==> config.mk <==
export PLATFORM = sky130hd
export DESIGN_NAME = clkdiv_monitor
export DESIGN_NICKNAME = d
export VERILOG_FILES = /design/src/rtl/clkdiv_mon_pkg.sv /design/src/rtl/clkdiv_monitor_edge_detect.sv /design/src/rtl/clkdiv_monitor.sv
export SDC_FILE = /design/constraint.sdc
export NUM_CORES = 1
export LEC_CHECK = 0
export ABC_AREA = 1
export CORE_MARGIN = 5
export CORE_UTILIZATION = 50
export DETAILED_ROUTE_END_ITERATION = 10
export PLACE_DENSITY = 0.78
export SLEW_MARGIN = 40
export SYNTH_ARGS = -nofsm -noshare
export SYNTH_HDL_FRONTEND = slang
export SYNTH_HIERARCHICAL = 1
export SYNTH_SLANG_ARGS = --single-unit
==> constraint.sdc <==
create_clock -name clk -period 5.2 [get_ports clk]
set_input_delay 1.04 -clock clk [delete_from_list [all_inputs] [get_ports clk]]
set_output_delay 1.04 -clock clk [all_outputs]
set_load 0.01 [all_outputs]
==> src/rtl/clkdiv_mon_pkg.sv <==
// Shared types and default sizing for the divided-clock monitor.
package clkdiv_mon_pkg;

    localparam int unsigned DEF_CNT_W      = 16;
    localparam int unsigned DEF_LOCK_COUNT = 4;

    typedef enum logic {
        IDLE    = 1'b0,
        MEASURE = 1'b1
    } state_t;

endpackage

==> src/rtl/clkdiv_monitor_edge_detect.sv <==
// Two-stage sampler of the divided clock with rise/fall strobes.
module edge_detect (
    input  logic clk,
    input  logic reset,
    input  logic din,
    output logic s0,
    output logic rise_c,
    output logic fall_c
);

    logic s1;

    // Sample the divided clock and keep one cycle of history.
    always_ff @(posedge clk or negedge reset) begin
        if (!reset) begin
            s0 <= 1'b0;
            s1 <= 1'b0;
        end else begin
            s0 <= din;
            s1 <= s0;
        end
    end

    assign rise_c = s0 & ~s1;
    assign fall_c = ~s0 & s1;

endmodule

==> src/rtl/clkdiv_monitor.sv <==
// Measures period and high time of a divided clock and reports mismatch/lock/timeout.
module clkdiv_monitor
    import clkdiv_mon_pkg::*;
#(
    parameter int unsigned CNT_W      = DEF_CNT_W,
    parameter int unsigned LOCK_COUNT = DEF_LOCK_COUNT
) (
    input  logic             clk,
    input  logic             reset,
    input  logic             div_in,
    input  logic [CNT_W-1:0] exp_period,
    input  logic [7:0]       tol,
    output logic [CNT_W-1:0] period,
    output logic [CNT_W-1:0] high_time,
    output logic             meas_valid,
    output logic             mismatch,
    output logic             locked,
    output logic             timeout
);

    localparam int unsigned DIFF_W = CNT_W + 1;
    localparam int unsigned CMP_W  = CNT_W + 9;
    localparam int unsigned GOOD_W = $clog2(LOCK_COUNT + 1);
    localparam logic [CNT_W-1:0]  CNT_MAX  = '1;
    localparam logic [GOOD_W-1:0] GOOD_MAX = GOOD_W'(LOCK_COUNT);

    state_t             state;
    logic [CNT_W-1:0]   per_cnt;
    logic [CNT_W-1:0]   hi_cnt;
    logic [CNT_W-1:0]   hi_lat;
    logic [GOOD_W-1:0]  good_cnt;

    logic               s0;
    logic               rise_c;
    logic               fall_c;

    logic [DIFF_W-1:0]  diff_c;
    logic [DIFF_W-1:0]  abs_diff_c;
    logic               mismatch_c;
    logic [GOOD_W-1:0]  good_inc_c;

    edge_detect u_edge (
        .clk    (clk),
        .reset  (reset),
        .din    (div_in),
        .s0     (s0),
        .rise_c (rise_c),
        .fall_c (fall_c)
    );

    // Deviation of the running period count from the expected period.
    always_comb begin
        diff_c     = DIFF_W'(per_cnt) - DIFF_W'(exp_period);
        abs_diff_c = diff_c;
        if (diff_c[DIFF_W-1]) begin
            abs_diff_c = DIFF_W'(0) - diff_c;
        end
        mismatch_c = (exp_period != '0) && (CMP_W'(abs_diff_c) > CMP_W'(tol));
        good_inc_c = good_cnt + GOOD_W'(1);
    end

    // Measurement FSM: first rise arms, each later rise publishes a result.
    always_ff @(posedge clk or negedge reset) begin
        if (!reset) begin
            state      <= IDLE;
            per_cnt    <= '0;
            hi_cnt     <= '0;
            hi_lat     <= '0;
            good_cnt   <= '0;
            period     <= '0;
            high_time  <= '0;
            meas_valid <= 1'b0;
            mismatch   <= 1'b0;
            locked     <= 1'b0;
            timeout    <= 1'b0;
        end else begin
            meas_valid <= 1'b0;
            if (fall_c) begin
                hi_lat <= hi_cnt;
            end
            case (state)
                IDLE: begin
                    per_cnt <= '0;
                    hi_cnt  <= '0;
                    if (rise_c) begin
                        per_cnt <= CNT_W'(1);
                        hi_cnt  <= CNT_W'(1);
                        timeout <= 1'b0;
                        state   <= MEASURE;
                    end
                end
                MEASURE: begin
                    if (rise_c) begin
                        period     <= per_cnt;
                        high_time  <= hi_lat;
                        meas_valid <= 1'b1;
                        mismatch   <= mismatch_c;
                        per_cnt    <= CNT_W'(1);
                        hi_cnt     <= CNT_W'(1);
                        if (mismatch_c) begin
                            good_cnt <= '0;
                            locked   <= 1'b0;
                        end else if (good_cnt == GOOD_MAX) begin
                            locked <= 1'b1;
                        end else begin
                            good_cnt <= good_inc_c;
                            locked   <= (good_inc_c == GOOD_MAX);
                        end
                    end else if (per_cnt == CNT_MAX) begin
                        timeout  <= 1'b1;
                        locked   <= 1'b0;
                        good_cnt <= '0;
                        per_cnt  <= '0;
                        hi_cnt   <= '0;
                        state    <= IDLE;
                    end else begin
                        per_cnt <= per_cnt + CNT_W'(1);
                        if (s0) begin
                            hi_cnt <= hi_cnt + CNT_W'(1);
                        end
                    end
                end
                default: state <= IDLE;
            endcase
        end
    end

endmodule

# Word level (Yosys, flattened, before mapping)
# Index checks and enable logic that the tools add are counted.
[op_classes] n_addsub=5 order_cmp=1 n_eq_ne=8 n_mux=26 n_bitwise=5 n_reduce_logical=7
[ops] operator="$mux 16" n=5
[ops] operator="$pmux 16 s2" n=2
[ops] operator="$add 16x1->16 const B" n=2
[ops] operator="$gt 17x8->1" n=1
[ops] operator="$mux 17" n=1
[ops] operator="$sub 1x17->17 const A" n=1
[ops] operator="$sub 16x16->17" n=1
[ops] operator="$eq 16x16->1 const B" n=1
[ops] operator="$reduce_bool 16->1" n=1
[ops] operator="$mux 1" n=12
[ops] operator="$mux 3" n=4
[ops] operator="$eq 3x3->1 const B" n=2
[ops] operator="$reduce_and 3->1" n=2
[ops] operator="$ne 2x2->1 const B" n=2
[ops] operator="$ne 4x1->1 const B" n=1
[ops] operator="$pmux 1 s2" n=2
[ops] operator="$reduce_and 2->1" n=2
[ops] operator="$add 3x1->3 const B" n=1
[ops] operator="$ne 3x3->1 const B" n=1
[ops] operator="$not 1->1" n=3
[ops] operator="$and 1x1->1" n=2
[ops] operator="$ne 2x1->1 const B" n=1
[ops] operator="$reduce_bool 2->1" n=1
[ops] operator="$logic_and 1x1->1" n=1
[word_totals] register_bits=90 in_bits=27 out_inout_bits=36 wordCells=65

# Longest topological paths before layout
# Gate-level depths: netlist of run 1.
[depth] word_depth=7 mapped_depth=33 depth_no_buf=32

# Modules after synthesis
# Netlist of run 1, hierarchy kept.
[modules_own_cells] module="clkdiv_monitor" n_inst=1 cells_per_inst=772 area_per_inst_um2=5622.9 seq_area_each_um2=2202.1
[modules_own_cells] module="edge_detect" n_inst=1 cells_per_inst=6 area_per_inst_um2=65.1 seq_area_each_um2=50.0

# Worst setup path before layout of run 1
# No wires, ideal clock.
[synth_path] path_kind="input -> register" start="input exp_period[0]" end="register good_cnt[2]" setup_time_ps=118 arrival_ps=4280 t_required_ps=5082 path_slack_ps=802 stages=27 n_path_buf=1 cell_sequence="ha_1 -> fa_1 -> inv_1 -> nand2_1 -> nand2_1 -> nand3_1 -> nand2_2 -> nand2_2 -> nand3_2 -> o21ai_4 -> buf_2 -> o21ai_0 -> xor2_1 -> inv_1 -> ha_1 -> nand2_1 -> or4_1 -> nand2_1 -> nand3_1 -> nor2_1 -> nand3_1 -> nor2_2 -> nand2_2 -> nand2_4 -> nand3_2 -> nand3_1 -> nand2_1"
[synth_via] elab_chain_len=7 word_cells_on_any_way=10 classes_between="add/sub (2); order compare (1); eq/ne (1); mux (3); reduce/logical (3)"
[synth_lines] element="start: declaration" line="clkdiv_monitor.sv:11" rtl="input logic [CNT_W-1:0] exp_period,"
[synth_lines] element="$sub 16x16->17" line="clkdiv_monitor.sv:53" rtl="diff_c = DIFF_W'(per_cnt) - DIFF_W'(exp_period);"
[synth_lines] element="$sub 1x17->17" line="clkdiv_monitor.sv:56" rtl="abs_diff_c = DIFF_W'(0) - diff_c;"
[synth_lines] element="$mux 17" line="clkdiv_monitor.sv:55" rtl="if (diff_c[DIFF_W-1]) begin"
[synth_lines] element="$gt 17x8->1" line="clkdiv_monitor.sv:58" rtl="mismatch_c = (exp_period != '0) && (CMP_W'(abs_diff_c) > CMP_W'(tol));"
[synth_lines] element="$logic_and 1x1->1 *" line="clkdiv_monitor.sv:58"
[synth_lines] element="$ne 3x3->1 (no line) or $mux 3 (tied branches)"
[synth_lines] element="$reduce_and 3->1 (no line) or $mux 3 (tied branches)"
[synth_lines] element="end signal: assignment" line="clkdiv_monitor.sv:106" rtl="good_cnt <= good_inc_c;"
[synth_lines] element="end: declaration" line="clkdiv_monitor.sv:31" rtl="logic [GOOD_W-1:0] good_cnt;"
# Mark *: on every way between the ends. The rest lies on a longest branch, timed or not.
# A chain may end at the register's enable or synchronous reset.

# Final worst setup path of run 1
[layout_path] start="input exp_period[0]" end="register good_cnt[0]"
# Same word-level chain as after synthesis.

==> results of run 1 <==
path summary, 6_finish.rpt:
check	start	end	slack, ns
min	high_time[7]$_DFFE_PN0P_	high_time[7]$_DFFE_PN0P_	0.49
max in group asynchronous	reset	period[5]$_DFFE_PN0P_	3.56
max reg2reg	per_cnt[0]$_DFF_PN0_	good_cnt[0]$_DFFE_PN0P_	1.06
min in group asynchronous	reset	period[13]$_DFFE_PN0P_	0.74
max	exp_period[0]	good_cnt[0]$_DFFE_PN0P_	0.47
min reg2reg	high_time[7]$_DFFE_PN0P_	high_time[7]$_DFFE_PN0P_	0.49
synthesized netlist by cell type (2+ instances only):
cell type    n
nand4_1     10
ha_1        30
nand2_2     21
nand2_1    198
nand3b_1     2
dfrtp_1     90
nor4_1       5
nand3_2      5
o31ai_1      2
clkbuf_1    10
inv_1      131
nor3_1      16
xor2_1      17
and3_1       2
a21oi_1     20
a31oi_1      2
o21ai_0     62
nor3b_1      6
nand2_4      3
o21bai_1     2
nor2_2       9
inv_2        3
nand3_1     53
buf_2        4
nor2_1      60
worst register-to-register path: cells and delay by family, from the launching register on:
| kind | cells | cell delay (ns) |
|---|---|---|
| adder cells (fa/ha/maj) | 3 | 0.91 |
| AO/OA/AOI/OAI | 2 | 0.29 |
| AND/OR/NAND/NOR | 17 | 1.96 |
| flip-flops | 1 | 0.42 |
| XOR/XNOR | 1 | 0.14 |
| buffers and inverters | 3 | 0.33 |
final cells by class:
class,instances,area share (%)
Sequential cell,90,33.31
Inverter,135,7.514
Multi-Input combinational cell,537,42.37
Clock inverter,7,1.240
Tap cell,143,2.647
Timing Repair Buffer,66,9.587
Clock buffer,9,3.331
cell families after synthesis:
group	after synthesis	share of synthesized area, %
XOR/XNOR	18	2.772
AND/OR/NAND/NOR	394	31.48
buffers and inverters	151	10.27
AO/OA/AOI/OAI	94	8.931
adder cells (fa/ha/maj)	31	6.951
flip-flops	90	39.60
stage by stage:
stage                     power (mW)  utilization (%)  instance area (sq um)  setup slack [ns]
final                          2.044            59.97                   6760            0.4704
after CTS                      2.060            59.97                   6760            0.5036
after detailed placement       1.388            57.23                   6451            0.1558
after global routing           2.179            59.97                   6760            0.1115
after floorplan                1.213                -                   5688            0.8020
after global placement         1.372            57.14                   6441            0.2519
placed cells by master, fill, tap and decap left out, types with 3 or more instances in the layout:
cell             instances
nand2_1                197
inv_1                  131
dfrtp_1                 90
o21ai_0                 62
clkdlybuf4s50_1         61
nor2_1                  60
nand3_1                 52
ha_1                    30
nand2_2                 21
a21oi_1                 20
xor2_1                  17
nor3_1                  16
nand4_1                 10
nor2_2                   9
clkbuf_16                9
nand3_2                  6
nor3b_1                  6
nor4_1                   5
buf_4                    5
nand2_4                  4
inv_2                    3
power by group through the flow:
stage          Sequential, mW  Combinational, mW  Clock, mW
2_1_floorplan           0.792              0.421          0
3_3_place_gp            0.790              0.582          0
3_5_place_dp            0.790              0.598          0
4_1_cts                 0.777              0.601      0.682
5_1_grt                 0.784              0.689      0.706
6_report                0.777              0.600      0.666
sequential cells by signal (all words and copies together) (netlist names):
name,count
good_cnt,3
per_cnt,16
mismatch,1
timeout,1
meas_valid,1
state,1
locked,1
period,16
u_edge/s0,1
high_time,16
u_edge/s1,1
hi_cnt,16
hi_lat,16
per-layer routing:
metal	track usage (%)	up-vias	wire length, um
li1	-	2595	-
met2	32.27	77	5847
met4	6.422	0	170
met3	2.850	14	442
met1	26.39	2247	5927
met5	0	-	0
==> impl_metrics.yaml, run 1 <==
worst_setup_path:
  cp-start-kind: "primary input"
  slowest_delay_ns: 0.51
  cp_max_fo: 8
  worst-path-buf-inv: 3
  critPathTopFamily: "simple AND/OR/NAND/NOR gates"
  critical_path.slowest_cell: "or4_1"
  crit_arrival_ns: 5.01
  cp.depth: 26
  worst-setup-path-type: "primary input to flip-flop"
  cp_common_cell: "nand2_1"
  r2r_cells: 26
  end_kind: "flip-flop"
  required_ns: 5.48
clock_tree:
  clockBufferDepth: 2
  cts_hold_buf: 0
  cts_tree: "yes"
  clk_latency_ns: 0.34
  postCtsSetupRepairBufs: 0
  cts-resized-gates: 0
  path_clk_slew_ns: 0.07
  cts_root_buf: "clkbuf_16"
  h-tree-depth: 3
  cts.sinks: 90
  cts_buffers: 9
timing:
  relSlewSlack_pct: 52.84
  finalSetupTns_ns: 0
  rsz0062_at_grt: "false"
  period_minus_slack_ns: 4.730
  setup_viol: 0
  fin_worst_skew_ns: 0.007493
  whs_ns: 0.4884
  period_share_pct: 90.95
  final_max_slew_viol_count: 0
  worst_pin_slew_ns: 0.7074
  fmax_mhz: 211.4
  finalHoldViolCount: 0
power:
  p_per_area_nw_per_um2: 302.3
  p_leak_nw: 3.478
  switching_share_pct: 33.52
  clockPowerShare_pct: 32.6
  p_seq_share_pct: 38.0
  p_sw_mw: 0.6851
  internal-power_mw: 1.359
  ir_worst_vdd_mv: 0.2060
  comb_power_share_pct: 29.4
logic_synthesis:
  synth_top_area_share_pct: 39.60
  ys_ff_latch: 90
  synthArstFlopShare_pct: 100.0
  ys_seq_area_share_pct: 39.60
  synth_ff_type: "dfrtp_1"
  syn_inst: 778
  yosysWarnings: 6
  synth_edf_count: 0
  yosys.area.top_type: "dfrtp_1"
  synth_nets: 836
  syn_area_sq_um: 5688
  avgSynthCellArea_sq_um: 7.311
  synth.area.top_cells: "dfrtp_1, nand2_1, inv_1"
  synth_cell_types: 40
final_layout:
  seq_area_sq_um: 2252
  fin_nets: 897
  multiInputGateArea_sq_um: 2864
  syn_to_final_growth_pct: 18.85
  diodes: 0
  n_fill_cell: 1015
  stdcell_count: 987
  drive_above_1_share_pct: 8.175
die:
  die_area_sq_um: 13610
  row_count: 39
  die_w_um: 116.7
  core_area_sq_um: 11270
  chipHeight_um: 116.7
  io_pins: 63
  start_util_pct: 50.46
place:
  hpwl_um: 9535
  dp.cells: 971
  port_buffers: 62
  place.gp.congestion: 0.8500
grt:
  track_usage_pct: 19.48
  grt.overflow.total: 0
  first_global_vias: 4787
  grt_pass1_wl_um: 21350
  grt_max_degree: 67
  antenna_found_initial: 0
detailed_routing:
  wl_per_cell_um: 12.55
  vias_per_cell: 4.998
  wl_um: 12390
  drt-initial-drc-count: 304
  drc: 0
  ant_nets: 0
  first_pass_iters: 4
  vias: 4933
worst_hold_path:
  hold_class: "flip-flop to flip-flop"
  hold_depth: 2
run_status:
  status: "finished, final reports clean"
flow_run:
  maxCapViolCount: 0
Power figures use the tool's default switching activity.
==> run 2: changes to the inputs <==
CTS_CLUSTER_SIZE = 28   (was default)
==> results of run 2 <==
Same layout as run 1: the final DEF is identical, and so are final timing and power.
